File: src/rtl/rx_cmd_ctrl_if.sv
// rx_cmd_ctrl_if: groups the signals that run between the command controller
// and its environment.
//   Host/UART side (driven into the controller):
//     en        - block enable; 0 forces the controller back to IDLE
//     rx_valid  - one-cycle strobe, rx_byte is valid this cycle
//     rx_byte   - received byte from the UART receiver
//     clr_err   - one-cycle pulse that clears the sticky error flags
//   Register-file/host side (driven by the controller, all registered):
//     wr_en     - one-cycle register write strobe
//     wr_addr   - write address, valid while wr_en=1 and held afterwards
//     wr_data   - write data, valid while wr_en=1 and held afterwards
//     busy      - 1 whenever a packet is in progress
//     err_csum  - sticky checksum-mismatch flag
//     err_to    - sticky inter-byte timeout flag
//     pkt_cnt   - count of accepted packets, wraps silently
// Handshake: rx_valid is a pure strobe with no ready/backpressure. A byte is
// consumed on every rising clk edge where rx_valid=1 and en=1; the sender
// never waits. wr_en is likewise a one-cycle strobe the register file must
// accept unconditionally.
interface rx_cmd_ctrl_if;
  logic       en;
  logic       rx_valid;
  logic [7:0] rx_byte;
  logic       clr_err;
  logic       wr_en;
  logic [7:0] wr_addr;
  logic [7:0] wr_data;
  logic       busy;
  logic       err_csum;
  logic       err_to;
  logic [7:0] pkt_cnt;

  // Environment side: drives controls and the byte stream, observes results.
  modport master (
    output en, rx_valid, rx_byte, clr_err,
    input  wr_en, wr_addr, wr_data, busy, err_csum, err_to, pkt_cnt
  );

  // Controller side.
  modport slave (
    input  en, rx_valid, rx_byte, clr_err,
    output wr_en, wr_addr, wr_data, busy, err_csum, err_to, pkt_cnt
  );
endinterface

File: src/rtl/rx_cmd_ctrl.sv
// rx_cmd_ctrl: packet-level controller behind the UART receiver.
// Assembles 4-byte write commands (SOF, ADDR, DATA, CSUM), checks the
// checksum (ADDR+DATA mod 256) and the inter-byte timeout, issues a
// single-cycle register write on each good packet, and keeps sticky error
// flags plus an accepted-packet counter.
// Ports:
//   clk     - system clock, rising edge
//   n_rst   - asynchronous active-low reset
//   bus     - rx_cmd_ctrl_if slave modport (byte stream in, write/status out)
//   state_o - current FSM state, for debug/observation
module rx_cmd_ctrl #(
  parameter logic [7:0]      SOF    = 8'hA5,
  parameter int unsigned     TO_W   = 17,
  parameter logic [TO_W-1:0] TO_CNT = 17'd104160
) (
  input  logic          clk,
  input  logic          n_rst,
  rx_cmd_ctrl_if.slave  bus,
  output logic [1:0]    state_o
);

  typedef enum logic [1:0] {
    IDLE = 2'd0,
    ADDR = 2'd1,
    DATA = 2'd2,
    CSUM = 2'd3
  } state_t;

  localparam logic [TO_W-1:0] TO_LAST = TO_CNT - 1'b1;

  state_t          state_q, state_d;
  logic [TO_W-1:0] to_q, to_d;
  logic [7:0]      addr_q, addr_d;
  logic [7:0]      data_q, data_d;
  logic            wr_en_q, wr_en_d;
  logic [7:0]      wr_addr_q, wr_addr_d;
  logic [7:0]      wr_data_q, wr_data_d;
  logic            busy_q;
  logic            err_csum_q, err_csum_d;
  logic            err_to_q, err_to_d;
  logic [7:0]      pkt_cnt_q, pkt_cnt_d;

  logic [7:0]      sum;
  logic            csum_bad;
  logic            to_hit;

  assign sum = addr_q + data_q;

  always_ff @(posedge clk or negedge n_rst) begin
    if (!n_rst) begin
      state_q    <= IDLE;
      to_q       <= '0;
      addr_q     <= '0;
      data_q     <= '0;
      wr_en_q    <= 1'b0;
      wr_addr_q  <= '0;
      wr_data_q  <= '0;
      busy_q     <= 1'b0;
      err_csum_q <= 1'b0;
      err_to_q   <= 1'b0;
      pkt_cnt_q  <= '0;
    end else begin
      state_q    <= state_d;
      to_q       <= to_d;
      addr_q     <= addr_d;
      data_q     <= data_d;
      wr_en_q    <= wr_en_d;
      wr_addr_q  <= wr_addr_d;
      wr_data_q  <= wr_data_d;
      busy_q     <= (state_d != IDLE);
      err_csum_q <= err_csum_d;
      err_to_q   <= err_to_d;
      pkt_cnt_q  <= pkt_cnt_d;
    end
  end

  always_comb begin
    state_d   = state_q;
    to_d      = to_q;
    addr_d    = addr_q;
    data_d    = data_q;
    wr_en_d   = 1'b0;
    wr_addr_d = wr_addr_q;
    wr_data_d = wr_data_q;
    pkt_cnt_d = pkt_cnt_q;
    csum_bad  = 1'b0;
    to_hit    = 1'b0;

    if (!bus.en) begin
      state_d = IDLE;
      to_d    = '0;
    end else if (bus.rx_valid) begin
      // A byte always restarts the gap timer, even on the cycle the timer
      // would otherwise expire: the byte wins.
      to_d = '0;
      unique case (state_q)
        IDLE: if (bus.rx_byte == SOF) state_d = ADDR;
        ADDR: begin
          addr_d  = bus.rx_byte;
          state_d = DATA;
        end
        DATA: begin
          data_d  = bus.rx_byte;
          state_d = CSUM;
        end
        CSUM: begin
          state_d = IDLE;
          if (bus.rx_byte == sum) begin
            wr_en_d   = 1'b1;
            wr_addr_d = addr_q;
            wr_data_d = data_q;
            pkt_cnt_d = pkt_cnt_q + 8'd1;
          end else begin
            csum_bad = 1'b1;
          end
        end
        default: state_d = IDLE;
      endcase
    end else if (state_q != IDLE) begin
      if (to_q == TO_LAST) begin
        to_hit  = 1'b1;
        state_d = IDLE;
        to_d    = '0;
      end else begin
        to_d = to_q + 1'b1;
      end
    end else begin
      to_d = '0;
    end

    // Set has priority over a simultaneous clear.
    err_csum_d = (err_csum_q & ~bus.clr_err) | csum_bad;
    err_to_d   = (err_to_q   & ~bus.clr_err) | to_hit;
  end

  assign bus.wr_en    = wr_en_q;
  assign bus.wr_addr  = wr_addr_q;
  assign bus.wr_data  = wr_data_q;
  assign bus.busy     = busy_q;
  assign bus.err_csum = err_csum_q;
  assign bus.err_to   = err_to_q;
  assign bus.pkt_cnt  = pkt_cnt_q;
  assign state_o      = state_q;

endmodule

File: src/flat_wrapper.sv
// flat-port wrapper written by rule: the top's interface ports become plain ports
module rx_cmd_ctrl_flat 
#(
  parameter logic [7:0]      SOF    = 8'hA5,
  parameter int unsigned     TO_W   = 17,
  parameter logic [TO_W-1:0] TO_CNT = 17'd104160
)
  (clk, n_rst, state_o, bus_en, bus_rx_valid, bus_rx_byte, bus_clr_err, bus_wr_en, bus_wr_addr, bus_wr_data, bus_busy, bus_err_csum, bus_err_to, bus_pkt_cnt);
  rx_cmd_ctrl_if bus_i ();
  input  logic clk;
  input  logic n_rst;
  output logic [1:0] state_o;
  input wire logic [$bits(bus_i.en)-1:0] bus_en;
  input wire logic [$bits(bus_i.rx_valid)-1:0] bus_rx_valid;
  input wire logic [$bits(bus_i.rx_byte)-1:0] bus_rx_byte;
  input wire logic [$bits(bus_i.clr_err)-1:0] bus_clr_err;
  output wire logic [$bits(bus_i.wr_en)-1:0] bus_wr_en;
  output wire logic [$bits(bus_i.wr_addr)-1:0] bus_wr_addr;
  output wire logic [$bits(bus_i.wr_data)-1:0] bus_wr_data;
  output wire logic [$bits(bus_i.busy)-1:0] bus_busy;
  output wire logic [$bits(bus_i.err_csum)-1:0] bus_err_csum;
  output wire logic [$bits(bus_i.err_to)-1:0] bus_err_to;
  output wire logic [$bits(bus_i.pkt_cnt)-1:0] bus_pkt_cnt;
  assign bus_i.en = bus_en;
  assign bus_i.rx_valid = bus_rx_valid;
  assign bus_i.rx_byte = bus_rx_byte;
  assign bus_i.clr_err = bus_clr_err;
  assign bus_wr_en = bus_i.wr_en;
  assign bus_wr_addr = bus_i.wr_addr;
  assign bus_wr_data = bus_i.wr_data;
  assign bus_busy = bus_i.busy;
  assign bus_err_csum = bus_i.err_csum;
  assign bus_err_to = bus_i.err_to;
  assign bus_pkt_cnt = bus_i.pkt_cnt;
  rx_cmd_ctrl #(.SOF(SOF), .TO_W(TO_W), .TO_CNT(TO_CNT)) u_core (.clk(clk), .n_rst(n_rst), .bus(bus_i), .state_o(state_o));
endmodule
File: config.mk
export PLATFORM = sky130hd
export DESIGN_NAME = rx_cmd_ctrl_flat
export DESIGN_NICKNAME = d
export VERILOG_FILES = /design/src/rtl/rx_cmd_ctrl_if.sv /design/src/rtl/rx_cmd_ctrl.sv /design/src/flat_wrapper.sv
export SDC_FILE = /design/constraint.sdc
export NUM_CORES = 1
export LEC_CHECK = 0
export ABC_AREA = 1
export CORE_UTILIZATION = 40
export DETAILED_ROUTE_END_ITERATION = 10
export GPL_ROUTABILITY_DRIVEN = 0
export GPL_TIMING_DRIVEN = 0
export PLACE_DENSITY = 0.63
export SYNTH_ARGS = -nofsm -noshare
export SYNTH_HDL_FRONTEND = slang
export SYNTH_SLANG_ARGS = --single-unit
File: constraint.sdc
create_clock -name clk -period 2.3 [get_ports clk]
set_clock_uncertainty 0.2 [all_clocks]
set_input_delay 0.23 -clock clk [delete_from_list [all_inputs] [get_ports clk]]
set_output_delay 0.23 -clock clk [all_outputs]
set_load 0.02 [all_outputs]
======== Word-level counts from Yosys, hierarchy flattened ========
Cells that the tools add are included.
operators by class
  $add $sub $neg .......................... 3
  equality and inequality tests ........... 6
  multiplexer cells ....................... 22
  bitwise gates (word level) .............. 5
  reduce and logical (&&, ||, !) cells .... 6
operators by type and width
  kind                                                 count
  two-way mux 17 bit                                   4
  adder 17 x 1 -> 17 bit, second input constant        1
  equality test 17 bit, second input constant          1
  two-way mux 1 bit                                    12
  two-way mux 2 bit                                    5
  adder 8 x 1 -> 8 bit, second input constant          1
  adder 8 bit                                          1
  equality test 8 bit                                  1
  equality test 8 bit, second input constant           1
  case mux 2 bit (4 select lines)                      1
  AND reduction 3 bit                                  2
  equality test 2 bit, second input constant           2
  AND reduction 4 bit                                  1
  nonzero test 2 bit                                   2
  AND 1 bit                                            2
  equality test 2 x 1 -> 1 bit, second input constant  1
  zero test 2 bit                                      1
  OR 1 bit                                             2
  inverter 1 bit                                       1
storage, ports and cells
  bits in registers ....................... 63
  input bits .............................. 13
  output and inout bits ................... 30
  word-level logic and storage cells ...... 53

======== Logic depth before layout (Yosys ltp) ========
Gate-level depths: netlist (run 1).
  depth in word-level cells ............... 7
  gate-level depth with buffers ........... 15
  gate-level depth less buffers ........... 14

======== Worst setup path before layout (run 1) ========
OpenSTA, ideal clock, no wires.
  path type ............................... register -> register
  start point ............................. register u_core.data_q[0]
  end point ............................... register u_core.err_csum_q (netlist: u_core.bus.err_csum)
  setup time .............................. 0.126 ns
  arrival ................................. 2.000 ns
  required time ........................... 1.974 ns
  slack ................................... -0.026 ns
  cell stages (with the launch flop) ...... 11
  buffers on the path ..................... 0
  clock period less this slack ............ 2.326 ns
  path through ............................ dfrtp_1 ha_1 fa_1 xnor2_1 nand2_1 nor2_1 nand3_2 nor3_2 inv_1 nand2_1 o21ai_0
between the ends
  word-level cells in the longest chain between the ends .. 7
ends and longest elaborated chain
  item                    line                source
  start, declared         rx_cmd_ctrl.sv:34   logic [7:0] data_q, data_d;
  start signal, assigned  rx_cmd_ctrl.sv:66   data_q <= data_d;
  adder 8 bit             rx_cmd_ctrl.sv:47   assign sum = addr_q + data_q;
  equality test 8 bit     rx_cmd_ctrl.sv:108  if (bus.rx_byte == sum) begin
  two-way mux 1 bit       rx_cmd_ctrl.sv:108
  two-way mux 1 bit       rx_cmd_ctrl.sv:96   unique case (state_q)
  two-way mux 1 bit       rx_cmd_ctrl.sv:92   end else if (bus.rx_valid) begin
  two-way mux 1 bit       rx_cmd_ctrl.sv:89   if (!bus.en) begin
  OR 1 bit                rx_cmd_ctrl.sv:132  err_csum_d = (err_csum_q & ~bus.clr_err) | csum_bad;
  net u_core.err_csum_d   rx_cmd_ctrl.sv:39   logic err_csum_q, err_csum_d;
  end signal, assigned    rx_cmd_ctrl.sv:71   err_csum_q <= err_csum_d;
  end, declared           rx_cmd_ctrl.sv:39
The timed path passes the listed nets, and every way through them passes these cells.
A chain may end at the register's enable or synchronous reset.

======== Worst setup path in the final report (run 1) ========
  start point ............................. register u_core.data_q[0]
  end point ............................... register u_core.pkt_cnt_q[0] (netlist: u_core.bus.pkt_cnt[0])
between the ends
  word-level cells in the longest chain between the ends .. 3
ends and longest elaborated chain
  item                           line                source
  adder 8 bit                    rx_cmd_ctrl.sv:47
  equality test 8 bit            rx_cmd_ctrl.sv:108
  AND reduction 4 bit (no line)  -
  end signal, assigned           rx_cmd_ctrl.sv:73   pkt_cnt_q <= pkt_cnt_d;
  end, declared                  rx_cmd_ctrl.sv:41   logic [7:0] pkt_cnt_q, pkt_cnt_d;
No other way between the ends.

==> flow_summary_export.csv, run 1 <==
group,metric,value,unit
status,status,"complete, but fails checks",
status,violations,"negative setup slack",
yosys,synth_ff_type,"dfrtp_1",
yosys,syn_area_per_cell,7.99,sq um
yosys,synth_top_cell_by_area,"dfrtp_1",
global_routing,grt_usage,18.8,%
worst_setup_path,worstPathMaxFanout,10,
layout,drive_gt1_share,13.5,%
power,vdd.ir_drop.worst,0.347,mV
sta,hold_viol,0,
die,die_y,93.2,microns
yosys,synthesis.nets,443,
die,rows,32,
die,die_w,93.2,microns
global_routing,grt_pass1_wl,12.6,mm
place,dp_hpwl,5.04,mm
power,p_leak,2.18,nW
worst_setup_path,r2r_slack,-200,ps
route,first_pass_iters,6,
cts,numCtsBuffers,9,
cts,cts_tree,"yes",
worst_setup_path,worst-setup-path-type,"flip-flop to flip-flop",
worst_setup_path,arrival,2530,ps
global_routing,grt_max_degree,64,
global_routing,antenna_found_initial,0,
global_routing,grt_pass1_vias,2738,
route,vias,2837,
place,numPortBuffers,42,
yosys,synth_area,3330,sq um
route,ant_nets,0,
cts,clk_latency,340,ps
route,drc,0,
sta,finalWorstSetupSlack,-200,ps
yosys,synth_top_area_share,47.4,%
sta,period_needed,2500,ps
route,routed_via_density,4.85,
layout,area_growth,28.8,%
global_routing,grt-ovfl-total,0,
power,power.total,3.09,mW
yosys,synthTopCellsByCount,"nand2_1 (140), dfrtp_1 (63), inv_1 (56)",
worst_setup_path,cpMaxStageDelayCell,"fa_2",
yosys,synth_most_common_cell,"nand2_1",
min_path,holdCritPathClass,"flip-flop to flip-flop",
worst_setup_path,crit_chain,"ha_2, fa_2, xnor2_2, nand2_1, nor2_2, nand3_2, nor2_4, nand3_4, buf_6, nand2_1, nand2_1",
cts,cts.clk_slew.worst_paths,70,ps
yosys,synth-edff-count,0,
sta,tightest_slew,818,ps
sta,grt_setup_unrepaired,"yes",
layout,nNetsFinal,506,
route,wl,7.54,mm
worst_setup_path,cp-start-kind,"flip-flop",
worst_setup_path,critPathCaptureType,"flip-flop",
yosys,ys_ff_latch,63,
route,drt_first_iter_violations,114,
flow_run,max-cap-violations,0,
cts,clockBufferDepth,2,
worst_setup_path,crit_required,2330,ps
die,dieArea,8680,sq um
yosys,synth.area.top_cells,"dfrtp_1 (47%), nand2_1 (16%), inv_1 (6.3%), ha_1 (4.9%), o21ai_0 (3.2%)",
layout,diodes,0,
sta,fin_crit_sh,109,%
yosys,async_flop_share,100,%
sta,relSlewSlack,45.4,%
die,start_util,42.2,%
sta,slew_violations,0,
sta,setup_tns,-4450,ps
yosys,synthCells,416,
worst_setup_path,crit_family,"adder cells",
cts,cts_sinks,63,
die,pin_count,43,
worst_setup_path,path_buf_inv,1,
yosys,yosys_warnings,0,
sta,clock.fmax,0.400,GHz
cts,cts-root-buf,"clkbuf_8",
layout,fillCellCount,718,
worst_setup_path,max_stage_delay,550,ps
cts,htreeDepth,3,
route,wl_per_cell,12.9,microns
yosys,synth_seq_area_share,47.4,%
worst_setup_path,cp_common_cell,"nand2_1",
power,powerDensity,722,nW/um^2
die,core,7890,sq um
sta,setup_viol,26,
yosys,synth_cell_type_count,33,
-- where the power goes --
group	switching, mW	total (mW)	internal [mW]
Clock	0.420	0.972	0.552
Sequential	0.105	1.31	1.20
Combinational	0.491	0.813	0.322
Total	1.02	3.09	2.08
-- stage by stage --
| stage | area [sq um] | setup WS [ps] | std cells | hold WS [ps] | util, % |
|---|---|---|---|---|---|
| after floorplan | 3330 | 9.84 | 416 | -266 | - |
| after global placement | 3880 | -1330 | 560 | 250 | 49.2 |
| after detailed placement | 3880 | -261 | 560 | 181 | 49.1 |
| after CTS | 4180 | -150 | 582 | 253 | 53.0 |
| after global routing | 4280 | -312 | 585 | 265 | 54.3 |
| final | 4280 | -200 | 585 | 266 | 54.3 |
-- worst register-to-register path: cells and delay by family (launching register included) --
family | cells | cell delay (ps)
adder cells (fa/ha/maj) | 2 | 740
AND/OR/NAND/NOR | 7 | 740
flip-flops | 1 | 400
buffers and inverters | 1 | 190
XOR/XNOR | 1 | 110
-- what timing repair did --
item | 4_1_cts | 5_1_grt
cloned | 1 | 1
buffers inserted | 5 | 2
endpoints found under the hold margin | 63 | 0
hold buffers | 1 | 0
endpoints found under the setup margin | 26 | 27
gates resized for setup | 13 | 17
pin swaps | 18 | 12
-- flip-flops by register name, indices dropped and copies added (netlist names) --
name and flops:
u_core.bus.wr_data 8, u_core.bus.pkt_cnt 8, u_core.addr_q 8, u_core.bus.wr_en 1
u_core.state_o 2, u_core.data_q 8, u_core.bus.err_csum 1, u_core.bus.wr_addr 8
u_core.bus.busy 1, u_core.bus.err_to 1, u_core.to_q 17
-- cell type report --
class	count	area [sq um]	area share, %
Tap cell	102	128	2.98
Inverter	59	229	5.34
Clock inverter	3	42.5	0.993
Timing Repair Buffer	52	533	12.4
Multi-Input combinational cell	287	1560	36.4
Buffer	7	58.8	1.37
Clock buffer	12	155	3.62
Sequential cell	63	1580	36.8
-- metal layers --
layer | track usage (%) | part of all wire [%] | up-vias
met3 | 5.20 | 4.3 | 11
met4 | 6.28 | 1.4 | 0
met5 | 0 | 0 | -
li1 | - | - | 1444
met2 | 31.1 | 49 | 59
met1 | 23.6 | 46 | 1323
-- cell usage in the layout, fill, tap and decap left out, types with 12 or more instances in the layout --
cell,n
dfrtp_1,63
clkdlybuf4s50_1,41
nand2_1,130
nand3_1,18
nand4_1,14
o21ai_0,20
ha_1,12
nor2_1,17
nand2_2,17
inv_1,56
-- path summary, 6_finish.rpt --
check / startpoint / cells past startpoint / end
setup / recovery: u_core.data_q[0] / 11 / u_core.bus.pkt_cnt[0]
hold / removal: u_core.to_q[0] / 1 / u_core.to_q[0]
setup reg to reg: u_core.data_q[0] / 11 / u_core.bus.pkt_cnt[0]
hold reg to reg: u_core.to_q[0] / 1 / u_core.to_q[0]
max in group asynchronous: n_rst / 2 / u_core.to_q[3]
min in group asynchronous: n_rst / 2 / u_core.bus.wr_data[5]
-- kinds of logic (layout without fill, tap and decap cells) --
| family | Yosys count | after routing | share of synthesized area, % |
|---|---|---|---|
| flops | 63 | 63 | 47.4 |
| simple gates | 223 | 223 | 30.0 |
| xor+xnor | 12 | 12 | 3.16 |
| compound gates | 38 | 38 | 5.98 |
| fa+ha+maj | 14 | 14 | 5.49 |
| buf+inv | 66 | 133 | 7.94 |
No activity file was read; power rests on OpenSTA's default activity.
==> run 2: changes to the inputs <==
--- a/config.mk
+++ b/config.mk
@@ -7,10 +7,10 @@
 export LEC_CHECK = 0
 export ABC_AREA = 1
 export CORE_UTILIZATION = 40
+export CTS_BUF_LIST = sky130_fd_sc_hd__clkbuf_8 sky130_fd_sc_hd__clkbuf_16
 export DETAILED_ROUTE_END_ITERATION = 10
 export GPL_ROUTABILITY_DRIVEN = 0
 export GPL_TIMING_DRIVEN = 0
-export PLACE_DENSITY = 0.63
 export SYNTH_ARGS = -nofsm -noshare
 export SYNTH_HDL_FRONTEND = slang
 export SYNTH_SLANG_ARGS = --single-unit
==> flow_summary_export.csv, run 2 (same netlist as run 1, synthesis figures left out) <==
group,metric,value,unit
sta,grt_setup_unrepaired,"yes",
global_routing,grt-ovfl-total,0,
cts,cts-root-buf,"clkbuf_8",
place,preCtsSetupSlack,-275,ps
worst_setup_path,worstPathMaxFanout,5,
layout,largest_reg_flops,17,
layout,area_growth,26.8,%
cts,clockBufferDepth,2,
route,routed_via_density,4.77,
sta,setup_viol,26,
sta,finalWorstSetupSlack,-101,ps
sta,period_needed,2400,ps
place,numPortBuffers,42,
layout,top_register,"u_core.to_q",
worst_setup_path,timing.rr.start,"u_core.data_q[0]",
cts,cts.clk_slew.worst_paths,70,ps
status,violations,"negative setup slack",
min_path,whs_endpoint,"u_core.to_q[0]",
status,status,"complete, but fails checks",
route,drt_first_iter_violations,100,
global_routing,grtUsageMet2,29.2,%
global_routing,grt_pass1_wl,12.3,mm
die,rows,32,
die,die_y,93.2,microns
cts,cts_sinks,63,
global_routing,grt_max_degree,64,
power,powerDensity,685,nW/um^2
route,wl_per_cell,12.2,microns
layout,diodes,0,
cts,numCtsBuffers,9,
sta,hold_viol,0,
global_routing,use_met1,24.4,%
route,first_pass_iters,4,
layout,most-common-layout-cells,"nand2_1 (127), dfrtp_1 (63), inv_1 (60), clkdlybuf4s50_1 (41), nand2_2 (22)",
route,vias,2779,
worst_setup_path,crit_required,2380,ps
route,drc,0,
die,dieArea,8680,sq um
cts,clk_latency,340,ps
worst_setup_path,rr_endpoint,"u_core.bus.wr_data[4]",
worst_setup_path,critPathCaptureType,"flip-flop",
layout,final_common_cell,"nand2_1",
die,die_w,93.2,microns
global_routing,antenna_found_initial,0,
cts,cts_tree,"yes",
die,pin_count,43,
worst_setup_path,worst-setup-path-type,"flip-flop to flip-flop",
layout,drive_gt1_share,12.5,%
worst_setup_path,r2r_slack,-100,ps
cts,htreeDepth,3,
die,core,7890,sq um
sta,clock.fmax,0.417,GHz
sta,slew_violations,0,
worst_setup_path,cp-start-kind,"flip-flop",
global_routing,grt.busiest_layer,"met2",
sta,relSlewSlack,47.0,%
min_path,holdCritPathClass,"flip-flop to flip-flop",
die,start_util,42.2,%
worst_setup_path,arrival,2480,ps
global_routing,grt.met3_usage,3.58,%
route,wl,7.11,mm
global_routing,grt_pass1_vias,2711,
sta,tightest_slew,795,ps
flow_run,max-cap-violations,0,
global_routing,grt_usage,18.4,%
power,p_leak,2.14,nW
layout,finish.utilization,53.5,%
worst_setup_path,r2r_cells,12,
layout,nNetsFinal,504,
sta,fin_crit_sh,104,%
min_path,min_from,"u_core.to_q[0]",
min_path,min_path_cells,1,
place,dp_hpwl,5.05,mm
power,vdd.ir_drop.worst,0.291,mV
route,ant_nets,0,
==> run 2: how the worst max path moves through the flow <==
stage,startpoint,end,cells after the start
floorplan,u_core.data_q[0],u_core.bus.err_csum,10
global placement,n_rst,u_core.to_q[15],1
detailed placement,u_core.data_q[0],u_core.bus.err_csum,12
CTS,u_core.data_q[0],u_core.bus.wr_addr[7],11
global route,u_core.data_q[0],u_core.bus.wr_addr[2],12
finish,u_core.data_q[0],u_core.bus.wr_data[4],12
==> run 2: report_power, final <==
| part | leakage (nW) | switching [mW] | internal [mW] |
|---|---|---|---|
| clock | 0.0971 | 0.391 | 0.396 |
| sequential | 0.859 | 0.0985 | 1.20 |
| combinational | 1.18 | 0.492 | 0.309 |
==> run 2: final cells by class <==
| type | instances | area [sq um] |
|---|---|---|
| Buffer | 7 | 58.8 |
| Clock buffer | 10 | 138 |
| Clock inverter | 5 | 20.0 |
| Fill cell | 781 | 3670 |
| Inverter | 59 | 226 |
| Multi-Input combinational cell | 287 | 1560 |
| Sequential cell | 63 | 1580 |
| Tap cell | 102 | 128 |
| Timing Repair Buffer | 50 | 514 |
==> run 2: critical path, stage by stage (launching register included) <==
cell,delay [ps]
dfrtp_1,400
ha_2,210
fa_2,530
xnor2_1,110
nand2_1,100
nor2_4,120
nand3_4,100
nor2_4,120
nand3_4,100
clkinv_4,100
clkbuf_16,150
nand2_2,40
nand2_1,50
==> run 2: repair_timing <==
item | 4_1_cts | 5_1_grt
resized for setup | 16 | 11
hold endpoints to repair | 63 | 0
endpoints found under the setup margin | 26 | 26
hold buffers | 1 | 0
gates cloned | 0 | 1
setup buffers | 5 | 1
pin swaps | 5 | 2
==> run 2: metrics by stage <==
step / hold slack [ps] / instances / cell area (sq um) / TNS [ps] / total power [mW]
2_1_floorplan: -266 / 416 / 3330 / 0 / 1.85
3_3_place_gp: 246 / 560 / 3880 / -90580 / 2.03
3_5_place_dp: 178 / 560 / 3880 / -5770 / 2.04
4_1_cts: 260 / 581 / 4150 / -2710 / 2.90
5_1_grt: 279 / 583 / 4220 / -5340 / 3.11
6_report: 258 / 583 / 4220 / -2090 / 2.89
==> run 2: per-layer routing <==
metal	vias to the layer above	wire, microns	part of all wire, %
met1	1278	3440	48
met5	-	0	0
li1	1439	-	-
met3	11	233	3.3
met2	51	3300	46
met4	0	134	1.9
